==> config.mk <==
export PLATFORM = sky130hd
export DESIGN_NAME = uart_sample_tx
export DESIGN_NICKNAME = d
export VERILOG_FILES = /design/src/rtl/uart_sample_tx.sv
export SDC_FILE = /design/constraint.sdc
export NUM_CORES = 1
export LEC_CHECK = 0
export ABC_AREA = 1
export CORE_MARGIN = 3
export CORE_UTILIZATION = 45
export DETAILED_ROUTE_END_ITERATION = 7
export HOLD_SLACK_MARGIN = 0.06
export PLACE_DENSITY_LB_ADDON = 0.1
export SYNTH_ARGS = -nofsm -noshare
export SYNTH_HDL_FRONTEND = slang
export SYNTH_SLANG_ARGS = --single-unit
==> constraint.sdc <==
create_clock -name clk -period 1.98 [get_ports clk]
set_input_delay 0.396 -clock clk [delete_from_list [all_inputs] [get_ports clk]]
set_output_delay 0.396 -clock clk [all_outputs]
set_load 0.05 [all_outputs]
==> src/rtl/uart_sample_tx.sv <==
// 16-bit sample UART transmitter: two 8N1 frames per sample, LSB byte first.
// One-deep holding register lets the source queue the next sample mid-frame.
module uart_sample_tx #(
  parameter int DELAY_FRAMES = 31
) (
  input  logic        clk,
  input  logic        rst_n,
  input  logic [15:0] sample_in,
  input  logic        sample_valid,
  output logic        sample_ready,
  output logic        uart_tx,
  output logic        busy,
  output logic        tx_done
);

  localparam int CW = $clog2(DELAY_FRAMES);
  localparam logic [CW-1:0] LAST = CW'(DELAY_FRAMES - 1);

  typedef enum logic [1:0] {
    IDLE,
    START,
    DATA,
    STOP
  } state_t;

  state_t state, state_n;

  logic [CW-1:0] cnt, cnt_n;
  logic [2:0]    bit_idx, bit_n;
  logic          phase, phase_n;
  logic [15:0]   shift, shift_n;
  logic [15:0]   hold, hold_n;
  logic          hold_full, hold_full_n;
  logic [7:0]    byte_n;
  logic          take, load, last;
  logic          tx_n, done_n;

  always_comb begin
    take    = sample_valid && sample_ready;
    last    = (cnt == LAST);
    load    = 1'b0;
    state_n = state;
    cnt_n   = cnt;
    bit_n   = bit_idx;
    phase_n = phase;
    shift_n = shift;

    unique case (state)
      IDLE: begin
        if (hold_full) begin
          load    = 1'b1;
          state_n = START;
          cnt_n   = '0;
          phase_n = 1'b0;
        end
      end
      START: begin
        cnt_n = cnt + 1'b1;
        if (last) begin
          state_n = DATA;
          cnt_n   = '0;
          bit_n   = '0;
        end
      end
      DATA: begin
        cnt_n = cnt + 1'b1;
        if (last) begin
          cnt_n = '0;
          bit_n = bit_idx + 1'b1;
          if (bit_idx == 3'd7) state_n = STOP;
        end
      end
      STOP: begin
        cnt_n = cnt + 1'b1;
        if (last) begin
          cnt_n = '0;
          if (!phase) begin
            phase_n = 1'b1;
            state_n = START;
          end else if (hold_full) begin
            load    = 1'b1;
            phase_n = 1'b0;
            state_n = START;
          end else begin
            state_n = IDLE;
          end
        end
      end
      default: state_n = IDLE;
    endcase

    if (load) shift_n = hold;
    hold_n      = take ? sample_in : hold;
    hold_full_n = take | (hold_full & ~load);

    // Line level is derived from the next state so the flop tracks the FSM.
    byte_n = phase_n ? shift_n[15:8] : shift_n[7:0];
    tx_n   = 1'b1;
    unique case (1'b1)
      (state_n == START): tx_n = 1'b0;
      (state_n == DATA):  tx_n = byte_n[bit_n];
      default:            tx_n = 1'b1;
    endcase

    done_n = (state_n == STOP) && phase_n && (cnt_n == LAST);
  end

  always_ff @(posedge clk) begin
    if (!rst_n) begin
      state        <= IDLE;
      cnt          <= '0;
      bit_idx      <= '0;
      phase        <= 1'b0;
      shift        <= '0;
      hold         <= '0;
      hold_full    <= 1'b0;
      sample_ready <= 1'b0;
      uart_tx      <= 1'b1;
      tx_done      <= 1'b0;
    end else begin
      state        <= state_n;
      cnt          <= cnt_n;
      bit_idx      <= bit_n;
      phase        <= phase_n;
      shift        <= shift_n;
      hold         <= hold_n;
      hold_full    <= hold_full_n;
      sample_ready <= ~hold_full_n;
      uart_tx      <= tx_n;
      tx_done      <= done_n;
    end
  end

  assign busy = (state != IDLE) || hold_full;

endmodule

Yosys cells after proc, flatten, opt, wreduce, memory -nomap -nowiden
Cells that the tools add are included.

Add/sub/neg operators: 2. Magnitude comparators: 1. Equality and inequality tests: 9. Mux-type cells: 28. Bitwise operators: 4. Reductions and logical operators: 7.

Operators with widths (number): $mux W16 (1); $eq A5 B5 Y1 const B (2); $mux W1 (10); $mux W2 (5); $mux W5 (2); $pmux W5 S2 (1); $eq A2 B2 Y1 const B (4); $mux W8 (1); $pmux W2 S4 (1); $mux W3 (2); $pmux W1 S2 (3); $pmux W3 S2 (1); $add A5 B1 Y5 const B (1); $eq A2 B1 Y1 const B (2); $lt A3 B4 Y1 const B (1); $add A3 B1 Y3 const B (1); $bmux W1 S3 (1); $eq A3 B3 Y1 const B (1); $logic_and A1 B1 Y1 (3); $reduce_or A3 Y1 (1); $logic_not A2 Y1 (1); $not A1 Y1 (2); $reduce_bool A2 Y1 (1); $and A1 B1 Y1 (1); other kinds (2) (2).

Flip-flop bits (word level): 47. Input bits: 19. Output and inout port bits: 4. Word-level logic and storage cells: 61.

Logic depth before layout (Yosys ltp)
Gate-level depths: netlist (run 1).

Depth in word-level cells: 9. Depth in mapped cells: 17. Gate-level depth less buffers: 16.

Worst setup path after synthesis (run 1)
No wires, ideal clock.

Path kind: reg-to-reg. Start point: register cnt[0]. End point: register uart_tx. Library setup time: 0.056 ns. Data arrival time: 1.970 ns. Data required time: 1.924 ns. Setup slack: -0.046 ns. Stages on the path, launching flop included: 16. Buffers on the path: 0. Clock period less this slack: 2.026 ns. Cell sequence: dfxtp_1 inv_1 ha_1 nand2_1 nor2_4 inv_1 ha_1 o211ai_1 o21ai_0 inv_1 nand3_1 nand3_1 nand3_1 nand3_1 nand2_1 inv_1.

Longest elaborated chain between the ends: 8. Elaborated cells on any way between the ends: 19. Classes of those cells: eq/ne (3); mux (16).

Ends and longest elaborated chain: start: declaration (RTL line 28) `logic [CW-1:0] cnt, cnt_n;`; start signal: assignment (RTL line 122) `cnt <= cnt_n;`; $eq A5 B5 Y1 * (RTL line 40) `last = (cnt == LAST);`; $mux W1 (RTL line 75) `if (last) begin`; $pmux W1 S2 (RTL line 48) `unique case (state)`; $mux W16 (RTL line 92) `if (load) shift_n = hold;`; $mux W8 (RTL line 97) `byte_n = phase_n ? shift_n[15:8] : shift_n[7:0];`; $bmux W1 S3 (RTL line 101) `(state_n == DATA): tx_n = byte_n[bit_n];`; $mux W1 (implied by the code) (RTL line 101); $pmux W1 S2 * (RTL line 99) `unique case (1'b1)`; end signal: assignment (RTL line 129) `uart_tx <= tx_n;`; end: declaration (RTL line 11) `output logic uart_tx,`.

Mark *: on every way between the ends. The rest lies on a longest branch, timed or not. The select of a mux whose other input is x is not followed. A chain may end at the register's enable or synchronous reset.

Final worst setup path (run 1)
Same ends and word-level chain as after synthesis.

==> qor.csv, run 1 <==
metric;value;unit
syn nets;338;
first-pass GRT wire length;7540;um
starting density of the core;48.8;%
CTS tree;built;
Clock transition at path regs;80;ps
worst skew pair latency;300;ps
Crit Path Max Fanout;6;
CP Launch Type;flop;
clock sink total;47;
CP max stage delay;330;ps
Util after Layout;62.5;%
commonest non-fill, non-tap cells in the layout;nor2_1, dfxtp_1, nand2_1;
DR WL met2;2220;um
leak pwr;0.00124;uW
Required @ worst endpoint;2180;ps
peak supply drop;0.490;mV
most common cell after layout, fill and taps aside;nor2_1;
final setup vio count;0;
initial antenna violation count;0;
Mean Syn Cell Area;7.19;um2
wl on met1;2180;um
WL/cell;11.2;um
GP Congestion;0.818;
total gr overflow;0;
antenna diode count;0;
core area;4560;um2
area of the multi-input gates;1210;um2
Slew headroom;66.6;%
Die Width;76.4;um
Synth cell types;29;
Fin Setup TNS;0;ps
max-capacitance violation count;0;
Post-Synthesis Cell Area;2230;um2
largest net degree at the start of global routing;23;
H-tree depth reported by CTS;2;
CP Data Arrival Time;2160;ps
cell family with most CP delay;simple AND/OR/NAND/NOR gates;
status;finished clean;
Hold/Removal Path Class;flop to flop;
row cnt;24;
# nets final;374;
Worst-Margin Slew;499;ps
GR Util All Layers;15.8;%
worst path bufs/invs;4;
DP Cell Count;401;
DR WL met3;146;um
DRT antenna net count;0;
layout cells sized above 1;19.0;%
sequential share of the synthesized area;42.2;%
Final min period;1960;ps
DRT Pass-1 Iters;4;
starting DRC count in detailed routing;47;
setup repair after global routing missed its margin;true;
kind of end point of the critical path;flop;
FMAX;510;MHz
WHS Path Cells;2;
clock skew;3.33;ps
yosys warns;0;
reg2reg path depth;15;
WS Path Type;flop to flop;
Post-DP HPWL;3450;um
Vias/cell;4.81;
period utilization;99.1;%
Overall Power;2700;uW
Layout Cells excl Fill;412;
CTS root buf;clkbuf_8;
DR top layer;met4;
CP most frequent cell;inv_2;
FILL cells;440;
crit path cell chain;inv_2 -> ha_4 -> nand2_4 -> nor2_4 -> inv_2 -> ha_4 -> o211ai_1 -> o21ai_2 -> inv_2 -> nand3_1 -> nand3_1 -> nand3_2 -> nand3_2 -> nand2_1 -> inv_1;
io pins;23;
final slew viol count;0;
register area;943;um2
clk buf depth;2;
DIE AREA;5840;um2
final hold vios;0;
Critical Path Stages;15;
Buffers on Ports;22;
Area Overhead vs Synth;27.9;%
Die Y;76.4;um
Slowest cell on crit path;dfxtp_2;
synthesized instance count;310;
final WL;4620;um
via count;1982;
flops & latches, synth;47;
pwr/cell area;948;nW/um2
CTS Buf Count;5;
vias in the first global route;1724;
DRC;0;
==> sequential cells by signal (all words and copies together), names as in the netlist <==
signal / count
state: 2
bit_idx: 3
shift: 16
cnt: 5
tx_done: 1
hold: 16
sample_ready: 1
uart_tx: 1
hold_full: 1
phase: 1
==> routing by layer <==
metal	GRT usage (%)	vias to the layer above
met2	27.1	37
met1	19.6	866
met4	4.89	0
li1	-	1068
met3	3.55	11
met5	0	-
==> worst reg2reg max path: stages (launching register included) <==
cell	delay, ps
dfxtp_2	330
inv_2	60
ha_4	130
nand2_4	50
nor2_4	150
inv_2	80
ha_4	260
o211ai_1	100
o21ai_2	160
inv_2	120
nand3_1	100
nand3_1	90
nand3_2	80
nand3_2	50
nand2_1	70
inv_1	30
==> Yosys cell counts <==
cell type,n,area (um2)
nand3_1,38,190
ha_1,9,113
mux2i_1,2,20.0
inv_1,42,158
o21ai_2,4,35.0
o21ai_1,1,5.00
buf_2,1,5.00
nand2_4,1,11.3
nor3_1,1,5.00
nand2_2,3,18.8
clkbuf_1,7,26.3
o21bai_1,1,7.51
xor2_1,3,26.3
nor2_4,1,11.3
buf_4,1,7.51
nor2_1,53,199
buf_1,1,3.75
a22oi_1,1,7.51
nand2_1,45,169
buf_6,2,22.5
o21ai_0,22,110
o21a_1,1,7.51
inv_2,1,3.75
nor4b_1,1,8.76
o211ai_1,2,15.0
nand3_2,1,10.0
a21oi_1,16,80.1
dfxtp_1,47,941
o22ai_1,2,12.5
==> stage by stage <==
step	instance area, um2	hold slack [ps]	worst slack (ps)
2_1_floorplan	2230	430	51.0
3_3_place_gp	2600	443	35.1
3_5_place_dp	2600	452	-5.97
4_1_cts	2700	463	9.84
5_1_grt	2850	493	-110
6_report	2850	459	17.6
==> what timing repair did <==
item	in CTS	in global routing
cloned	0	2
resized for setup	5	33
endpoints found under the setup margin	2	3
hold buffers	0	0
pin swaps	1	12
setup buffers	0	1
==> power breakdown <==
group | total, uW | internal, uW | switching [uW] | leakage, uW
Sequential | 1110 | 1050 | 61.7 | 0.000384
Combinational | 1050 | 425 | 623 | 0.000815
Clock | 544 | 248 | 296 | 0.0000422
==> path summary, 6_finish.rpt <==
path                                      startpoint                   end  slack, ps
worst max-delay path               cnt[0]$_SDFF_PN0_    uart_tx$_SDFF_PN1_         20
worst min-delay path            hold[8]$_SDFFE_PN0P_  hold[8]$_SDFFE_PN0P_        460
worst max register to register     cnt[0]$_SDFF_PN0_    uart_tx$_SDFF_PN1_         20
worst min register to register  hold[8]$_SDFFE_PN0P_  hold[8]$_SDFFE_PN0P_        460
==> cell type report <==
class / instances / area share [%]
Sequential cell: 47 / 33.1
Inverter: 43 / 5.66
Clock inverter: 1 / 0.175
Clock buffer: 7 / 2.68
Timing Repair Buffer: 40 / 13.2
Multi-Input combinational cell: 209 / 42.4
Tap cell: 65 / 2.85
==> logic make-up after synthesis <==
logic type                 synth area share (%)
buffers and inverters                      10.2
AOI/OAI and AO/OA                          12.6
DFF                                        42.2
muxes                                     0.898
xor gates and xnor gates                   1.18
adders and majority gates                  5.05
and+or+nand+nor                            27.9
No activity file was read; power rests on OpenSTA's default activity.
==> run 2: changes to the inputs <==
CTS_BUF_LIST = sky130_fd_sc_hd__clkbuf_8   (was not set)
DONT_BUFFER_PORTS = 1   (was not set)
==> run 2 against run 1 <==
  * Setup slack improved by 37 ps
  * Critical path type unchanged
  * Register-to-register slack gained 40 ps
  * Sequential power about the same
  * Cell count shrank 4.9%
  * Worst hold slack got worse by 240 ps
  * Clock power rose by 9.0%
  * Power down 1.1%
  * Combinational power down 9.7%
  * Die area is the same
==> qor.csv, run 2 (synthesis results as in run 1) <==
metric;value;unit;change
dpl ws;-38.2;ps;-32.2 ps
final WL;4870;um;+5.3%
row cnt;24;;unchanged
Die Y;76.4;um;unchanged
DR top layer;met4;;
via count;1884;;-4.9%
clk buf depth;2;;unchanged
Hold/Removal Path Class;input pin to flop;;
RR Startpoint;cnt[0]$_SDFF_PN0_;;
DRC;0;;unchanged
GR Util All Layers;16.4;%;+0.65 points
clock skew;6.74;ps;+3.41 ps
initial antenna violation count;0;;unchanged
Clock transition at path regs;90;ps;about the same
peak supply drop;0.589;mV;+20%
layout cells sized above 1;19.0;%;-0.060 points
final slew viol count;0;;unchanged
clock sink total;47;;unchanged
H-tree depth reported by CTS;2;;unchanged
# nets final;354;;-5.3%
Area Overhead vs Synth;20.4;%;
status;finished clean;;
post-route design area;2680;um2;-5.9%
commonest non-fill, non-tap cells in the layout;nor2_1, dfxtp_1, nand2_1;;
CTS tree;built;;
CP Launch Type;flop;;
Vias/cell;4.81;;about the same
leak pwr;0.00117;uW;-5.5%
CTS Buf Count;5;;unchanged
Layout Cells excl Fill;392;;-4.9%
core area;4560;um2;unchanged
wl on met1;2310;um;+6.0%
max-capacitance violation count;0;;unchanged
WS Path Type;flop to flop;;
DR WL met2;2350;um;+5.8%
CTS root buf;clkbuf_8;;
vias in the first global route;1737;;+0.75%
Required @ worst endpoint;2180;ps;about the same
largest net degree at the start of global routing;29;;+26%
CP Data Arrival Time;2130;ps;-30 ps
dpl cell area;2360;um2;-9.1%
crit path from;cnt[0]$_SDFF_PN0_;;
starting density of the core;48.8;%;unchanged
Crit Path Max Fanout;6;;unchanged
WL/cell;12.4;um;+11%
io pins;23;;unchanged
Final min period;1930;ps;-37.4 ps
total gr overflow;0;;unchanged
DIE AREA;5840;um2;unchanged
period utilization;97.2;%;-1.9 points
DR WL met3;144;um;-1.4%
setup repair after global routing missed its margin;true;;
DRT antenna net count;0;;unchanged
hold path startpoint;rst_n;;
final setup vio count;0;;unchanged
Overall Power;2670;uW;-1.1%
DP Cell Count;378;;-5.7%
top flop regs;hold (16), shift (16), cnt (5);;
antenna diode count;0;;unchanged
Slew headroom;66.7;%;+0.094 points
Fin Setup TNS;0;ps;unchanged
first-pass GRT wire length;7820;um;+3.7%
GP Congestion;0.823;;+0.56%
Buffers on Ports;0;;-100%
DRT Pass-1 Iters;4;;unchanged
final hold vios;0;;unchanged
Die Width;76.4;um;unchanged
slack of the critical path;54.9;ps;+37.4 ps
FMAX;519;MHz;+1.9%
pwr/cell area;996;nW/um2;+5.1%
most common cell after layout, fill and taps aside;nor2_1;;
starting DRC count in detailed routing;78;;+66%
Post-DP HPWL;3380;um;-1.9%
worst skew pair latency;300;ps;about the same
Worst-Margin Slew;498;ps;-0.579 ps
kind of end point of the critical path;flop;;
run 2: cell count changes in the layout (fill, tap and decap cells not counted), moves of 2 or more:
| cell | previous run | this run |
|---|---|---|
| nand3_1 | 28 | 34 |
| clkdlybuf4s50_1 | 21 | 0 |
| clkbuf_1 | 2 | 0 |
| inv_6 | 0 | 2 |
| nand2_8 | 1 | 3 |
| nand3_2 | 11 | 4 |
| nand2_2 | 7 | 5 |
| nand2_1 | 39 | 41 |
run 2: routing by layer:
| metal | up-vias | track usage, % |
|---|---|---|
| li1 | 1021 | - |
| met1 | 829 | 21.3 |
| met2 | 28 | 26.9 |
| met3 | 6 | 3.66 |
| met4 | 0 | 5.43 |
| met5 | - | 0 |
run 2: metrics by stage:
step / hold WS, ps / util [%]
6_report: 215 / 58.8
3_3_place_gp: 442 / 51.8
2_1_floorplan: 430 / -
5_1_grt: 205 / 58.8
4_1_cts: 202 / 54.9
3_5_place_dp: 452 / 51.8
run 2: worst paths after layout:
kind / endpoint / slack [ps] / depth (start not counted)
max: uart_tx$_SDFF_PN1_ / 50 / 17
min: hold[13]$_SDFFE_PN0P_ / 220 / 2
max reg2reg: uart_tx$_SDFF_PN1_ / 50 / 17
min reg2reg: hold[12]$_SDFFE_PN0P_ / 460 / 2
run 2: report_power, final:
group / switching (uW) / internal, uW / total [uW]
logic: 586 / 362 / 948
clock network: 338 / 256 / 593
registers: 81.8 / 1050 / 1130
total: 1010 / 1670 / 2670
run 2: worst max-delay path, stage by stage (launching register included):
cell and delay, ps:
dfxtp_2 330, inv_2 60, ha_4 130, nand2_4 50, nor2_4 140, buf_6 130, nand3_4 80, nand2_8 150
buf_8 130, nand3_2 50, nand2_1 80, nand2_1 70, nand3_1 70, nand3_1 80, nand3_1 90, nand3_1 70
nand2_1 70, inv_1 30
run 2: timing repair:
item	4_1_cts	5_1_grt
pin swaps	3	15
cloned	0	3
endpoints found under the hold margin	0	0
resized for setup	10	27
setup endpoints to repair	1	3
hold buffers	0	0
buffers inserted	2	1
run 2: area by class of cell:
class / instances / area (um2)
repair buffers: 19 / 179
clock buffers: 5 / 68.8
flip-flops and latches: 47 / 943
well taps: 65 / 81.3
multi-input cells: 210 / 1230
inverters: 43 / 161
fillers: 467 / 1880
clock inverters: 3 / 22.5
